<file path="src/rtl/bus_rx_deser.sv">
// Receive side of the single-wire pulled-up serial bus: synchronise, find the
// start bit, shift in an LSB-first word, check parity/stop, hand off via valid/ready.
module bus_rx_deser #(
  parameter int DW     = 8,
  parameter int CPB    = 4,
  parameter int PAR_EN = 1
) (
  input  logic          clk,
  input  logic          rst,
  input  logic          bus_in,
  output logic [DW-1:0] rx_data,
  output logic          rx_valid,
  input  logic          rx_ready,
  output logic          par_err,
  output logic          frm_err,
  output logic          ovr_err,
  output logic          busy
);

  localparam int CW = (CPB > 1) ? $clog2(CPB) : 1;
  localparam int IW = $clog2(DW + 1);
  localparam logic [CW-1:0] HALF = CW'(CPB / 2 - 1);
  localparam logic [CW-1:0] LAST = CW'(CPB - 1);
  localparam logic [IW-1:0] IDX_LAST = IW'(DW - 1);

  typedef enum logic [2:0] {
    S_IDLE, S_START, S_DATA, S_PARITY, S_STOP, S_WAIT_HI
  } state_t;

  state_t          state;
  logic [CW-1:0]   cnt;
  logic [IW-1:0]   idx;
  logic [DW-1:0]   shreg;
  logic            pacc;
  logic            perr;
  logic            deliver;
  logic            sync1, bus_s, bus_d;
  logic            bus_c;
  logic [DW:0]     sh_next;

  // A floating or unknown line reads as idle (the pull-up wins).
  assign bus_c   = (bus_in !== 1'b0);
  assign sh_next = {bus_s, shreg};

  always_ff @(posedge clk or negedge rst) begin
    if (!rst) begin
      sync1 <= 1'b1;
      bus_s <= 1'b1;
      bus_d <= 1'b1;
    end else begin
      sync1 <= bus_c;
      bus_s <= sync1;
      bus_d <= bus_s;
    end
  end

  always_ff @(posedge clk or negedge rst) begin
    if (!rst) begin
      state   <= S_IDLE;
      busy    <= 1'b0;
      cnt     <= '0;
      idx     <= '0;
      shreg   <= '0;
      pacc    <= 1'b0;
      perr    <= 1'b0;
      deliver <= 1'b0;
      par_err <= 1'b0;
      frm_err <= 1'b0;
    end else begin
      par_err <= 1'b0;
      frm_err <= 1'b0;
      deliver <= 1'b0;
      case (state)
        S_IDLE: begin
          if (bus_d && !bus_s) begin
            state <= S_START;
            busy  <= 1'b1;
            cnt   <= '0;
          end
        end
        S_START: begin
          if (cnt == HALF) begin
            cnt <= '0;
            if (!bus_s) begin
              state <= S_DATA;
              idx   <= '0;
              pacc  <= 1'b0;
              perr  <= 1'b0;
            end else begin
              state <= S_IDLE;
              busy  <= 1'b0;
            end
          end else begin
            cnt <= cnt + CW'(1);
          end
        end
        S_DATA: begin
          if (cnt == LAST) begin
            cnt   <= '0;
            shreg <= sh_next[DW:1];
            pacc  <= pacc ^ bus_s;
            if (idx == IDX_LAST) begin
              state <= (PAR_EN != 0) ? S_PARITY : S_STOP;
            end else begin
              idx <= idx + IW'(1);
            end
          end else begin
            cnt <= cnt + CW'(1);
          end
        end
        S_PARITY: begin
          if (cnt == LAST) begin
            cnt   <= '0;
            perr  <= pacc ^ bus_s;
            state <= S_STOP;
          end else begin
            cnt <= cnt + CW'(1);
          end
        end
        S_STOP: begin
          if (cnt == LAST) begin
            cnt <= '0;
            // A low stop bit is a framing error regardless of parity.
            if (!bus_s) begin
              frm_err <= 1'b1;
              state   <= S_WAIT_HI;
            end else begin
              if (perr) par_err <= 1'b1;
              else      deliver <= 1'b1;
              state <= S_IDLE;
              busy  <= 1'b0;
            end
          end else begin
            cnt <= cnt + CW'(1);
          end
        end
        S_WAIT_HI: begin
          if (bus_s) begin
            state <= S_IDLE;
            busy  <= 1'b0;
          end
        end
        default: begin
          state <= S_IDLE;
          busy  <= 1'b0;
        end
      endcase
    end
  end

  // Output register: a consume in the delivery cycle frees the slot for the new word.
  always_ff @(posedge clk or negedge rst) begin
    if (!rst) begin
      rx_data  <= '0;
      rx_valid <= 1'b0;
      ovr_err  <= 1'b0;
    end else begin
      ovr_err <= 1'b0;
      if (deliver) begin
        if (!rx_valid || rx_ready) begin
          rx_data  <= shreg;
          rx_valid <= 1'b1;
        end else begin
          ovr_err <= 1'b1;
        end
      end else if (rx_valid && rx_ready) begin
        rx_valid <= 1'b0;
      end
    end
  end

endmodule

</file>
<file path="config.mk">
export PLATFORM = sky130hd
export DESIGN_NAME = bus_rx_deser
export DESIGN_NICKNAME = d
export VERILOG_FILES = /design/src/rtl/bus_rx_deser.sv
export SDC_FILE = /design/constraint.sdc
export NUM_CORES = 1
export LEC_CHECK = 0
export CELL_PAD_IN_SITES_DETAIL_PLACEMENT = 1
export CELL_PAD_IN_SITES_GLOBAL_PLACEMENT = 1
export CORE_MARGIN = 5
export CORE_UTILIZATION = 44
export DETAILED_ROUTE_END_ITERATION = 8
export GPL_TIMING_DRIVEN = 0
export HOLD_SLACK_MARGIN = 0.12
export MAX_ROUTING_LAYER = met4
export PLACE_DENSITY_LB_ADDON = 0.1
export SLEW_MARGIN = 5
export SYNTH_ARGS = -nofsm -noshare
export SYNTH_HDL_FRONTEND = slang
export SYNTH_SLANG_ARGS = --single-unit
export TNS_END_PERCENT = 30
</file>
<file path="constraint.sdc">
create_clock -name clk -period 2.1 [get_ports clk]
set_clock_uncertainty 0.15 [all_clocks]
set_input_delay 0.42 -clock clk [delete_from_list [all_inputs] [get_ports clk]]
set_output_delay 0.42 -clock clk [all_outputs]
set_load 0.1 [all_outputs]
</file>
==> impl_metrics.yaml <==
placement:
  numPortBuffers: 16
  dp.final_hpwl_um: 2680
  gp_routability_congestion: 0.837
  placed_cell_count: 211
clocking:
  worst_setup_hold_path_clk_slew_ns: 0.07
  cts-buffers-inserted: 5
  clock_tree_sinks: 36
  tritoncts: "yes"
  post_cts.repair.setup_buffers: 0
  insertion_delay_ns: 0.28
  cts-root-to-sink-buffers: 2
  depth_of_the_cts_h_tree: 2
  clk_root_buffer_cell: "clkbuf_8"
timing:
  final_clock_period_utilization_by_the_worst_path_pct: 98.1
  timing_hold_violations_final: 0
  final.setup.tns_ns: 0
  timing.fmax_mhz: 485
  hold-worst-slack_ns: 0.207
  tightestPinTransition_ns: 0.959
  setup_viol: 0
  fin_crit_ns: 2.06
  worst_slew_margin_rel_pct: 36.3
  finalMaxSlewViolations: 0
  rsz0062_at_grt: "no"
synth:
  synth-compound-area-share_pct: 13.4
  synthDominantAreaCellType: "dfrtp_1"
  xor_xnor_portion_of_the_synthesized_cell_area_pct: 0.517
  synth.ff_latch_count: 36
  synthesis.area_um2: 1700
  post_synthesis_adder_cell_area_fraction_pct: 2.95
  synth.yosys.seq_area_share_pct: 53.4
  synth_top_family_by_area: "simple AND/OR/NAND/NOR gates"
  synth_most_common_cell: "dfrtp_1"
  netlist_top_cells_area: "dfrtp_1, mux2_2, dfstp_2"
  mappedNetlistNets: 155
  synth_area_per_cell_um2: 11.5
  synth.top_cells.by_count: "dfrtp_1, mux2_2, nand2_1"
  netlist-cell-type-count: 44
  synth.yosys.warnings: 0
  post_synth_mux_area_share_pct: 10.6
  synthCells: 147
  asyncSetResetFlopFracSynth_pct: 100
  postSynth.topFlopCell: "dfrtp_1"
  synth-edff-count: 0
  synth-simple-area-share_pct: 15.1
  synth_top_area_share_pct: 48.7
critical_path:
  reg2reg_slack_ns: 0.14
  arr_time_crit_path_ns: 1.49
  path_max_fanout: 2
  cpPeakStageDelay_ns: 0.86
  path_delay_family: "buffers and inverters"
  crit_buf_inv: 1
  path_cells: "dlygate4sd2_1"
  setup.worst_path.class: "register to output pin"
  r2r_start: "cnt[1]"
  crit_required_ns: 1.53
  worst_r2r_endpoint: "state[0]"
  crit_path_start_kind: "register"
  cpMaxStageDelayCell: "dlygate4sd2_1"
  reg2regPathDepth: 6
  critical_path.endpoint_type: "output pin"
drt:
  drtIter0Drc: 69
  drt-pass1-iter-count: 4
  vias_per_cell: 5.49
  vias: 1208
  route.final.wire_length_um: 3660
  drc: 0
  wl_per_cell_um: 16.6
  drtAntennaViolNets: 0
global_route:
  number_of_global_route_vias_before_repair: 1429
  track_usage_pct: 16.4
  grt_max_degree: 37
  grt_remaining_overflow: 0
  grt_first_pass_wirelength_um: 6470
  antenna_found_initial: 0
floorplan:
  die_height_um: 72.1
  die_x_um: 72.1
  start_util_pct: 46.0
  ios: 17
  core_area_um2: 3690
  fp-row-count: 22
  design.die.area_um2: 5190
min_path:
  whs_path_depth: 0
  hp-class: "register to register"
  min-delay-start: "sync1"
  timing.hold.worst_endpoint: "bus_s"
pwr:
  ir_drop_mv: 0.568
  power_density_nw_per_um2: 1290
  power.total_uw: 2600
  p_leak_uw: 0.000993
layout:
  antenna_cell_count: 0
  fraction_of_final_layout_cells_sized_beyond_drive_strength_1_pct: 22.7
  fill_cells: 412
  final_util_pct: 54.6
  fin_cells: 220
  num-nets-final: 179
  areaGrowthSynthToFinish_pct: 18.9
flow_run:
  drv_cap: 0
outcome:
  outcome: "finished clean"
## cells in the final DEF (no fill, tap or decap), types with 5 or more instances in the layout
cell and n:
dfrtp_1 33, inv_1 6, nor2_1 8, o21ai_0 8, nand2_1 9, buf_2 6, nand2b_1 6, clkbuf_8 5
dlygate4sd2_1 11, mux2_2 16
## report_power, final
group,total (uW),internal [uW],switching (uW),leakage [uW]
clock,587,352,234,0.0000552
combinational,1040,418,623,0.000463
sequential,970,848,122,0.000475
total,2600,1620,979,0.000993
## flip-flops by register name, indices dropped and copies added (netlist names)
name	flops
bus_d	1
bus_s	1
busy	1
cnt	2
deliver	1
frm_err	1
idx	4
ovr_err	1
pacc	1
par_err	1
perr	1
rx_data	8
rx_valid	1
shreg	8
state	3
sync1	1
## worst max path at each step
| stage | to | depth (start not counted) | start | slack, ns |
|---|---|---|---|---|
| 3_5_place_dp | rx_data[6] | 1 | rx_data[6] | 0.06 |
| 3_3_place_gp | rx_data[5] | 1 | rst | -0.29 |
| 4_1_cts | rx_data[6] | 1 | rx_data[6] | 0.02 |
| 6_report | rx_data[7] | 1 | rx_data[7] | 0.04 |
| 2_1_floorplan | rx_data[0] | 3 | rx_valid | 0.13 |
| 5_1_grt | rx_data[2] | 1 | rx_data[2] | 0.002 |
## metal layers
metal	global-route usage, %	routed length, um	vias up
met5	-	0	-
met2	29.1	1980	20
li1	-	-	571
met1	18.0	1540	612
met3	3.60	105	5
met4	5.85	34	0
## metrics by stage
stage | setup slack, ns | cell area, um^2
2_1_floorplan | 0.132 | 1700
3_3_place_gp | -0.286 | 1920
3_5_place_dp | 0.0564 | 1910
4_1_cts | 0.0188 | 2010
5_1_grt | 0.00150 | 2020
6_report | 0.0401 | 2020
## cells by family after synthesis
group / count (synthesis)
AND/OR/NAND/NOR: 45
flip-flops: 36
AO/OA/AOI/OAI: 30
multiplexers: 16
buffers and inverters: 15
adder cells (fa/ha/maj): 4
XOR/XNOR: 1
## cell type report
type	count	area, um^2	share of cell area [%]
multi-input cells	96	721	35.8
inverters	6	22.5	1.12
well taps	48	60.1	2.98
repair buffers	17	151	7.51
plain buffers	9	48.8	2.42
clock inverters	2	35.0	1.74
flip-flops and latches	36	905	44.9
clock buffers	6	72.6	3.60
## what timing repair did
action / in CTS / in global routing
setup endpoints to repair: 13 / 4
hold endpoints to repair: 33 / 0
pin swaps: 0 / 0
resized for setup: 13 / 4
gates cloned: 0 / 0
hold buffers: 1 / 0
Power figures use the tool's default switching activity.
